==> src/rtl/cross_mul_if.sv <==
// Request/operand/result bundle between the geofence requesters and the shared
// cross-product engine.
interface cross_mul_if #(parameter int W = 11);
  logic                  req0;
  logic signed [W-1:0]   r0_dx1, r0_dy1, r0_dx2, r0_dy2;
  logic                  req1;
  logic signed [W-1:0]   r1_dx1, r1_dy1, r1_dx2, r1_dy2;
  logic                  ack0;
  logic                  ack1;
  logic signed [2*W:0]   result;
  logic                  result_neg;
  logic                  result_zero;
  logic                  busy;
  logic                  owner;

  modport master (
    output req0, r0_dx1, r0_dy1, r0_dx2, r0_dy2,
    output req1, r1_dx1, r1_dy1, r1_dx2, r1_dy2,
    input  ack0, ack1, result, result_neg, result_zero, busy, owner
  );

  modport slave (
    input  req0, r0_dx1, r0_dy1, r0_dx2, r0_dy2,
    input  req1, r1_dx1, r1_dy1, r1_dx2, r1_dy2,
    output ack0, ack1, result, result_neg, result_zero, busy, owner
  );
endinterface

==> src/rtl/cross_mul_arbiter.sv <==
// Round-robin shared radix-2 Booth engine computing dx1*dy2 - dx2*dy1 for two
// requesters; the two products run back-to-back on one serial multiplier.
module cross_mul_arbiter #(
  parameter int W = 11
) (
  input  logic       clk,
  input  logic       reset,
  cross_mul_if.slave bus
);

  localparam int CW = $clog2(W + 1);

  typedef enum logic [1:0] {IDLE, MUL1, MUL2, DONE} state_t;

  state_t          r_state, w_next;
  logic [W-1:0]    r_m, r_q, r_dx2, r_dy1;
  logic [W:0]      r_a;
  logic            r_qm1;
  logic [CW-1:0]   r_cnt;
  logic [2*W-1:0]  r_p1;
  logic [2*W:0]    r_result;
  logic            r_last, r_owner, r_ack0, r_ack1, r_busy, r_neg, r_zero;

  logic            w_req_any, w_grant;
  logic [W-1:0]    w_g_dx1, w_g_dy1, w_g_dx2, w_g_dy2;
  logic [W:0]      w_m_ext, w_sum, w_a_sh;
  logic [W-1:0]    w_q_sh;
  logic [2*W-1:0]  w_p_step, w_p_reg;
  logic [2*W:0]    w_res;

  // On a tie the requester that was not served last wins.
  assign w_req_any = bus.req0 | bus.req1;
  assign w_grant   = (bus.req0 & bus.req1) ? ~r_last : bus.req1;
  assign w_g_dx1   = w_grant ? bus.r1_dx1 : bus.r0_dx1;
  assign w_g_dy1   = w_grant ? bus.r1_dy1 : bus.r0_dy1;
  assign w_g_dx2   = w_grant ? bus.r1_dx2 : bus.r0_dx2;
  assign w_g_dy2   = w_grant ? bus.r1_dy2 : bus.r0_dy2;

  // A carries one guard bit so M = -2^(W-1) subtracts exactly.
  assign w_m_ext = {r_m[W-1], r_m};

  always_comb begin
    case ({r_q[0], r_qm1})
      2'b01:   w_sum = r_a + w_m_ext;
      2'b10:   w_sum = r_a - w_m_ext;
      default: w_sum = r_a;
    endcase
  end

  assign w_a_sh   = {w_sum[W], w_sum[W:1]};
  assign w_q_sh   = {w_sum[0], r_q[W-1:1]};
  assign w_p_step = {w_a_sh[W-1:0], w_q_sh};
  assign w_p_reg  = {r_a[W-1:0], r_q};
  assign w_res    = {r_p1[2*W-1], r_p1} - {w_p_reg[2*W-1], w_p_reg};

  // NOTE: every variable written here gets a default first, so no path leaves
  // it unassigned and no latch is inferred.
  always_comb begin
    w_next = r_state;
    case (r_state)
      IDLE:    if (w_req_any) w_next = MUL1;
      MUL1:    if (r_cnt == CW'(W - 1)) w_next = MUL2;
      MUL2:    if (r_cnt == CW'(W)) w_next = DONE;
      DONE:    w_next = IDLE;
      default: w_next = IDLE;
    endcase
  end

  // NOTE: sequential state uses non-blocking assignments only, so every
  // register samples the pre-edge values regardless of statement order.
  always_ff @(posedge clk or negedge reset) begin
    if (!reset) r_state <= IDLE;
    else        r_state <= w_next;
  end

  always_ff @(posedge clk or negedge reset) begin
    if (!reset) begin
      r_m      <= '0;
      r_q      <= '0;
      r_a      <= '0;
      r_qm1    <= 1'b0;
      r_cnt    <= '0;
      r_dx2    <= '0;
      r_dy1    <= '0;
      r_p1     <= '0;
      r_result <= '0;
      r_neg    <= 1'b0;
      r_zero   <= 1'b1;
      r_ack0   <= 1'b0;
      r_ack1   <= 1'b0;
      r_busy   <= 1'b0;
      r_owner  <= 1'b0;
      r_last   <= 1'b1;
    end else begin
      r_ack0 <= 1'b0;
      r_ack1 <= 1'b0;
      r_busy <= (w_next != IDLE);
      case (r_state)
        IDLE: begin
          if (w_req_any) begin
            r_owner <= w_grant;
            r_m     <= w_g_dx1;
            r_q     <= w_g_dy2;
            r_dx2   <= w_g_dx2;
            r_dy1   <= w_g_dy1;
            r_a     <= '0;
            r_qm1   <= 1'b0;
            r_cnt   <= '0;
          end
        end
        MUL1: begin
          if (r_cnt == CW'(W - 1)) begin
            r_p1  <= w_p_step;
            r_m   <= r_dx2;
            r_q   <= r_dy1;
            r_a   <= '0;
            r_qm1 <= 1'b0;
            r_cnt <= '0;
          end else begin
            r_a   <= w_a_sh;
            r_q   <= w_q_sh;
            r_qm1 <= r_q[0];
            r_cnt <= r_cnt + CW'(1);
          end
        end
        MUL2: begin
          if (r_cnt == CW'(W)) begin
            r_result <= w_res;
            r_neg    <= w_res[2*W];
            r_zero   <= (w_res == '0);
            r_ack0   <= ~r_owner;
            r_ack1   <= r_owner;
            r_last   <= r_owner;
          end else begin
            r_a   <= w_a_sh;
            r_q   <= w_q_sh;
            r_qm1 <= r_q[0];
            r_cnt <= r_cnt + CW'(1);
          end
        end
        default: ;
      endcase
    end
  end

  assign bus.ack0        = r_ack0;
  assign bus.ack1        = r_ack1;
  assign bus.result      = r_result;
  assign bus.result_neg  = r_neg;
  assign bus.result_zero = r_zero;
  assign bus.busy        = r_busy;
  assign bus.owner       = r_owner;

endmodule

==> src/flat_wrapper.sv <==
// flat-port wrapper written by rule: the top's interface ports become plain ports
module cross_mul_arbiter_flat 
#(
  parameter int W = 11
)
  (clk, reset, bus_req0, bus_r0_dx1, bus_r0_dy1, bus_r0_dx2, bus_r0_dy2, bus_req1, bus_r1_dx1, bus_r1_dy1, bus_r1_dx2, bus_r1_dy2, bus_ack0, bus_ack1, bus_result, bus_result_neg, bus_result_zero, bus_busy, bus_owner);
  cross_mul_if #(.W(W)) bus_i ();
  input  logic clk;
  input  logic reset;
  input wire logic [$bits(bus_i.req0)-1:0] bus_req0;
  input wire logic [$bits(bus_i.r0_dx1)-1:0] bus_r0_dx1;
  input wire logic [$bits(bus_i.r0_dy1)-1:0] bus_r0_dy1;
  input wire logic [$bits(bus_i.r0_dx2)-1:0] bus_r0_dx2;
  input wire logic [$bits(bus_i.r0_dy2)-1:0] bus_r0_dy2;
  input wire logic [$bits(bus_i.req1)-1:0] bus_req1;
  input wire logic [$bits(bus_i.r1_dx1)-1:0] bus_r1_dx1;
  input wire logic [$bits(bus_i.r1_dy1)-1:0] bus_r1_dy1;
  input wire logic [$bits(bus_i.r1_dx2)-1:0] bus_r1_dx2;
  input wire logic [$bits(bus_i.r1_dy2)-1:0] bus_r1_dy2;
  output wire logic [$bits(bus_i.ack0)-1:0] bus_ack0;
  output wire logic [$bits(bus_i.ack1)-1:0] bus_ack1;
  output wire logic [$bits(bus_i.result)-1:0] bus_result;
  output wire logic [$bits(bus_i.result_neg)-1:0] bus_result_neg;
  output wire logic [$bits(bus_i.result_zero)-1:0] bus_result_zero;
  output wire logic [$bits(bus_i.busy)-1:0] bus_busy;
  output wire logic [$bits(bus_i.owner)-1:0] bus_owner;
  assign bus_i.req0 = bus_req0;
  assign bus_i.r0_dx1 = bus_r0_dx1;
  assign bus_i.r0_dy1 = bus_r0_dy1;
  assign bus_i.r0_dx2 = bus_r0_dx2;
  assign bus_i.r0_dy2 = bus_r0_dy2;
  assign bus_i.req1 = bus_req1;
  assign bus_i.r1_dx1 = bus_r1_dx1;
  assign bus_i.r1_dy1 = bus_r1_dy1;
  assign bus_i.r1_dx2 = bus_r1_dx2;
  assign bus_i.r1_dy2 = bus_r1_dy2;
  assign bus_ack0 = bus_i.ack0;
  assign bus_ack1 = bus_i.ack1;
  assign bus_result = bus_i.result;
  assign bus_result_neg = bus_i.result_neg;
  assign bus_result_zero = bus_i.result_zero;
  assign bus_busy = bus_i.busy;
  assign bus_owner = bus_i.owner;
  cross_mul_arbiter #(.W(W)) u_core (.clk(clk), .reset(reset), .bus(bus_i));
endmodule
==> config.mk <==
export PLATFORM = sky130hd
export DESIGN_NAME = cross_mul_arbiter_flat
export DESIGN_NICKNAME = d
export VERILOG_FILES = /design/src/rtl/cross_mul_if.sv /design/src/rtl/cross_mul_arbiter.sv /design/src/flat_wrapper.sv
export SDC_FILE = /design/constraint.sdc
export NUM_CORES = 1
export LEC_CHECK = 0
export CAP_MARGIN = 10
export CORE_ASPECT_RATIO = 1.5
export CORE_MARGIN = 5
export CORE_UTILIZATION = 55
export DETAILED_ROUTE_END_ITERATION = 10
export MAX_ROUTING_LAYER = met4
export PLACE_DENSITY = 0.82
export SETUP_SLACK_MARGIN = 0.4
export SLEW_MARGIN = 0
export SYNTH_ARGS = -nofsm -noshare
export SYNTH_HDL_FRONTEND = slang
export SYNTH_SLANG_ARGS = --single-unit
==> constraint.sdc <==
create_clock -name clk -period 4.6 [get_ports clk]
set_input_delay 1.38 -clock clk [delete_from_list [all_inputs] [get_ports clk]]
set_output_delay 1.38 -clock clk [all_outputs]
set_load 0.02 [all_outputs]
======== Yosys cells after proc, flatten, opt, wreduce, memory -nomap -nowiden ========
Cells that the tools add are included.
word-level totals
  input bits .............................. 92
  word-level logic and storage cells ...... 78
  output and inout bits ................... 29
  flip-flop bits (word level) ............. 115
operators by class
  reduce and logical (&&, ||, !) cells .... 10
  muxes and demuxes ....................... 33
  add/subtract/negate cells ............... 4
  equal/unequal tests ..................... 10
  bitwise logic cells ..................... 4
operator list
  operator                                               count
  two-way mux 11 bit                                     9
  two-way mux 12 bit                                     3
  case mux 12 bit (3 select lines)                       1
  case mux 11 bit (3 select lines)                       1
  case mux 12 bit (2 select lines)                       1
  zero test 23 bit                                       1
  subtractor 22 x 22 -> 23 bit                           1
  case mux 11 bit (2 select lines)                       1
  adder 12 bit                                           1
  two-way mux 4 bit                                      3
  case mux 4 bit (3 select lines)                        1
  subtractor 12 bit                                      1
  == test 4 bit, second input constant                   2
  two-way mux 1 bit                                      8
  case mux 2 bit (4 select lines)                        1
  == test 2 bit, second input constant                   3
  two-way mux 2 bit                                      3
  AND reduction 2 bit                                    3
  AND reduction 3 bit                                    2
  adder 4 x 1 -> 4 bit, second input constant            1
  == test 2 x 1 -> 1 bit, second input constant          2
  inequality test 2 x 1 -> 1 bit, second input constant  2
  nonzero test 2 bit                                     2
  case mux 1 bit (3 select lines)                        1
  6 further kinds                                        7

======== Longest topological paths before layout ========
  depth in word-level cells ............... 5
  gate-level depth with buffers ........... 14
  mapped depth without buffers ............ 13

======== Worst setup path before layout ========
Ideal clock, no wire load.
  path type ............................... reg-to-reg
  from .................................... register u_core.r_qm1
  to ...................................... register u_core.r_a[10]
  cell stages (with the launch flop) ...... 15
  data required time ...................... 4479 ps
  library setup time ...................... 121 ps
  buffers on the path ..................... 1
  path slack .............................. 1547 ps
  period minus slack after synthesis ...... 3053 ps
  arrival ................................. 2932 ps
  cells stage by stage .................... dfrtp_1 inv_1 ha_1 clkbuf_1 mux2_2 inv_1 ha_1 nor2b_1 o31ai_2 a211oi_1 nor4b_1 o21ai_0 a21oi_1 o21ai_0 a22o_1
between the ends
  word-level cells in the longest chain between the ends .. 4
  elaborated cells on any way between the ends .. 6
  classes of those cells .................. eq/ne: 2; mux: 4
RTL lines
  item                                                            line                                                source
  start, declared                                                 cross_mul_arbiter.sv:18                             logic r_qm1;
  start signal, assigned                                          cross_mul_arbiter.sv:122                            r_qm1 <= r_q[0];
  start signal, assigned                                          cross_mul_arbiter.sv:137                            r_qm1 <= r_q[0];
  == test 2 bit / == test 2 x 1 -> 1 bit (equally long branches)  cross_mul_arbiter.sv:43                             case ({r_q[0], r_qm1})
  case mux 12 bit (2 select lines) *                              cross_mul_arbiter.sv:43
  two-way mux 12 bit, on equally long branches                    cross_mul_arbiter.sv:127, cross_mul_arbiter.sv:112
  case mux 12 bit (3 select lines) *                              cross_mul_arbiter.sv:98                             case (r_state)
  end signal, assigned                                            cross_mul_arbiter.sv:120                            r_a <= w_a_sh;
  end signal, assigned                                            cross_mul_arbiter.sv:135                            r_a <= w_a_sh;
  end, declared                                                   cross_mul_arbiter.sv:17                             logic [W:0] r_a;
Every way passes the cells marked *; elsewhere a longest branch is shown, timed or not. The select of a mux whose other input is x is not followed.
A chain may end at the register's enable or synchronous reset.

======== Worst setup path after layout ========
  from .................................... register u_core.r_q[0]
  to ...................................... register u_core.r_p1[18]
between the ends
  word-level cells in the longest chain between the ends .. 2
  elaborated cells on any way between the ends .. 3
  classes of those cells .................. eq/ne: 2; mux: 1
RTL lines
  item                                                            line                      source
  start, declared                                                 cross_mul_arbiter.sv:16   logic [W-1:0] r_m, r_q, r_dx2, r_dy1;
  start signal, assigned                                          cross_mul_arbiter.sv:103  r_q <= w_g_dy2;
  start signal, assigned                                          cross_mul_arbiter.sv:115  r_q <= r_dy1;
  start signal, assigned                                          cross_mul_arbiter.sv:121  r_q <= w_q_sh;
  == test 2 bit / == test 2 x 1 -> 1 bit (equally long branches)  cross_mul_arbiter.sv:43
  case mux 12 bit (2 select lines) *                              cross_mul_arbiter.sv:43
  end signal, assigned                                            cross_mul_arbiter.sv:113  r_p1 <= w_p_step;
  end, declared                                                   cross_mul_arbiter.sv:20   logic [2*W-1:0] r_p1;
Every way passes the cells marked *; elsewhere a longest branch is shown, timed or not.

==> key figures <==
Worst setup path
  • Crit path launch type: flop
  • Worst Path Buf+Inv: 0
  • Crit Path Class: reg -> reg
  • Worst-path cell chain: ha_1 -> mux2_2 -> fa_1 -> nor2b_1 -> o21ai_0 -> a21boi_1 -> o311a_1 -> o21a_1 -> nor3_1 -> o31ai_1 -> mux2_2
  • CP Capture Type: flop
  • Crit path DAT: 3.84 ns
  • CP peak stage delay: 0.46 ns
  • Slowest stage cell, crit path: ha_1
  • Critical Path RT: 4.95 ns
  • Crit Path Max Fanout: 12
  • Most frequent cell on the critical path: mux2_2
  • Top Family by Delay on Critical Path: compound AO/OA/AOI/OAI gates

CTS
  • Hold buffer count at CTS: 0
  • Setup Fix Bufs, Post-CTS: 0
  • Clk_lat worst skew: just over 0.4 ns
  • CTS buffer count: 17
  • CTS resizes: 0
  • TritonCTS clock tree: done
  • Clock root cell: clkbuf_16
  • Clk slew on worst S/H paths: approximately 0.06 ns
  • Clock tree sinks: 113
  • Longest Clk Path Bufs: 2
  • Htree depth: 4

Synthesis
  • FF+latch count, synth: roughly 110
  • Syn Nets: 998
  • Main area contributors after synthesis: dfrtp_1, ha_1, o21ai_0, mux2i_1, nand2_1
  • Yosys top cell area share: between 30% and 40%
  • Largest area contributor in the netlist: dfrtp_1
  • Post-synth EDFFs: 0
  • Synth Area in XOR/XNOR: 2.47%
  • Synth async-reset ratio: 100%
  • Avg Cell Area, Syn: 8.66 um2
  • Mapped Cells: 862
  • Ys Warns: 0
  • Distinct cells, synth: 68
  • Compound-cell area share of the yosys netlist: a little under a quarter
  • Post-synthesis mux area share: ~7.3%
  • Mapped Area: around 7500 um2
  • Simple-Gate Fraction of Synth Area: 15.8%
  • Post-synth top flop: dfrtp_1
  • Seq/Total Area, Yosys: 37.9%
  • Adder-Cell Fraction of Synth Area: around 7.6%
  • Largest family of logic cells by synthesized area: compound AO/OA/AOI/OAI gates

Final layout
  • Synth-to-layout area growth: 25.8%
  • FILL cells: 1,054
  • Fraction of layout cells with a size suffix above 1: 6.45%
  • Fin cells: 1,138
  • Combined area of the multi-input logic cells: 4280 um2
  • Nets: 1,099
  • Reg area: 2830 um2
  • Final Util: 70.0%
  • Diode count: 0

Placement
  • Pre-CTS setup slack: 1.01 ns
  • IO buf count: 120
  • Dpl cells: 1,106
  • GPL Wtd Cong: 0.966
  • DP Wirelength: 13.3 mm

STA
  • Final Hold Vio Count: 0
  • Final setup fails: 0
  • Final Cycle Share: 76.0%
  • Worst-Margin Slew: 1.00 ns
  • Relative max-transition margin: between 30% and 40%
  • Max-slew violation count: 0
  • RSZ-0062 raised after global routing: no
  • Worst Slack Setup Final: between 1 and 1.5 ns
  • Setup_tns: 0 ns
  • Fin crit period: 3.50 ns
  • F_max: 286 MHz
  • Clock Skews: 0.00612 ns

Worst hold path
  • Worst Hold Class: reg -> reg

Drt
  • DR WL/cell: 15.8 um
  • Via density: 5.86
  • Initial DRC count: 287
  • Via count: 6,674
  • Total Wirelength: 17.9 mm
  • Antenna-violating nets left: 0
  • # DRC: 0
  • Drt pass-1 iters: 5

Status
  • Status: complete, no violations

Pwr
  • Worst vdd ir: 0.000358 V
  • Cell area power density: around 600 nW/um2
  • Leak: 4.29 nW

Floorplan
  • DIE HEIGHT: 153 um
  • DIE WIDTH: around 110 um
  • Die area: 16,000 um2
  • # rows: 52
  • Initial cell density of the core: 55.7%
  • Core area: about 13,000 um2
  • IO Pins: 121

Global route
  • Vias in the first global route: ~6.4k
  • Grt ovf: 0
  • Initial antenna violation count: 0
  • Global-route wire length before repair: 29.7 mm
  • Total GRT Usage: 22.8%
  • Largest net degree at the start of global routing: 70

Job
  • MaxCap Viol Count: 0
report_power, final:
part           total, W  internal (W)  switching [W]
Combinational   0.00282       0.00118        0.00164
Clock           0.00142      0.000937       0.000478
Sequential      0.00146       0.00125       0.000212
sequential cells by signal (all words and copies together), names as in the netlist, 2 cells and up:
register / count
u_core.r_m: 11
u_core.r_q: 11
u_core.r_dx2: 11
u_core.r_state: 2
u_core.r_cnt: 4
u_core.r_p1: 22
u_core.r_dy1: 11
u_core.r_a: 11
u_core.bus.result: 22
metal layers:
layer | wire length (um) | GRT usage (%) | up-vias
li1 | - | - | 3307
met1 | 7200 | 26.1 | 3121
met2 | 9180 | 38.2 | 188
met3 | 839 | 3.86 | 58
met4 | 731 | 11.3 | 0
met5 | 0 | - | -
cell usage after synthesis, types with 4 or more instances:
cell,number
a211oi_1,18
a21o_1,11
a21oi_1,56
a22o_1,5
a311oi_1,4
a31oi_1,8
and2_1,5
and3_1,10
buf_2,12
clkbuf_1,32
dfrtp_1,111
ha_1,42
inv_1,45
mux2_2,5
mux2i_1,49
nand2_1,127
nand2b_1,4
nand3_1,16
nor2_1,36
nor2b_1,9
nor3_1,20
nor4b_1,4
o211ai_1,6
o21a_1,12
o21ai_0,100
o21bai_1,4
o22ai_1,21
o31a_1,4
o31ai_1,9
or3_1,4
xnor2_1,15
xor2_1,6
cells in the final DEF (no fill, tap or decap), drive strengths merged, types with 5 or more instances in the layout:
cell type and n:
ha 42, xor2 6, nor2b 10, o211ai 6, and2 6, dfrtp 111
o21a 12, a31oi 8, nor2 36, clkdlybuf4s50 119, xnor2 15, nand3 16
nor4b 5, or3 5, and3 10, nor3 20, mux2i 49, o31ai 10
inv 46, o22ai 21, clkbuf 20, a21o 11, buf 10, a22o 5
a211oi 18, o21ai 104, a21oi 56, nand2 127, mux2 5
cell type report:
type                            instances  area share, %
Multi-Input combinational cell        657           45.6
Sequential cell                       113           30.2
Timing Repair Buffer                  129           13.5
Clock buffer                           20           4.87
Tap cell                              162           2.16
Clock inverter                         12           1.93
Inverter                               45           1.80
cell families (layout without fill, tap and decap cells):
logic type,after synthesis,after routing
AOI/OAI and AO/OA,285,285
xor gates and xnor gates,21,21
and+or+nand+nor,253,253
adders and majority gates,44,44
muxes,54,54
buffers and inverters,92,206
DFF,113,113
worst reg2reg max path: cells and delay by family, from the launching register on:
| family | cells | cell delay, ns |
|---|---|---|
| AOI/OAI and AO/OA | 5 | 1.22 |
| DFF | 1 | 0.43 |
| muxes | 2 | 0.66 |
| adders and majority gates | 2 | 0.87 |
| and+or+nand+nor | 2 | 0.25 |
through the flow:
stage,area [um2],power (W),hold slack (ns)
floorplan,7460,0.00360,0.449
global placement,8750,0.00415,0.452
detailed placement,8750,0.00423,0.459
CTS,9380,0.00568,0.466
global route,9380,0.00612,0.493
finish,9380,0.00570,0.464
path summary, 6_finish.rpt:
kind,from,end,slack [ns],cells past startpoint
max,u_core.r_q[0],u_core.r_p1[18],1.10,11
min,u_core.bus.result_zero,u_core.bus.result_zero,0.46,2
max reg2reg,u_core.r_q[0],u_core.r_p1[18],1.10,11
min reg2reg,u_core.bus.result_zero,u_core.bus.result_zero,0.46,2
max in group asynchronous,reset,u_core.r_last,2.61,2
min in group asynchronous,reset,u_core.bus.ack0,1.07,1
Power figures use the tool's default switching activity.
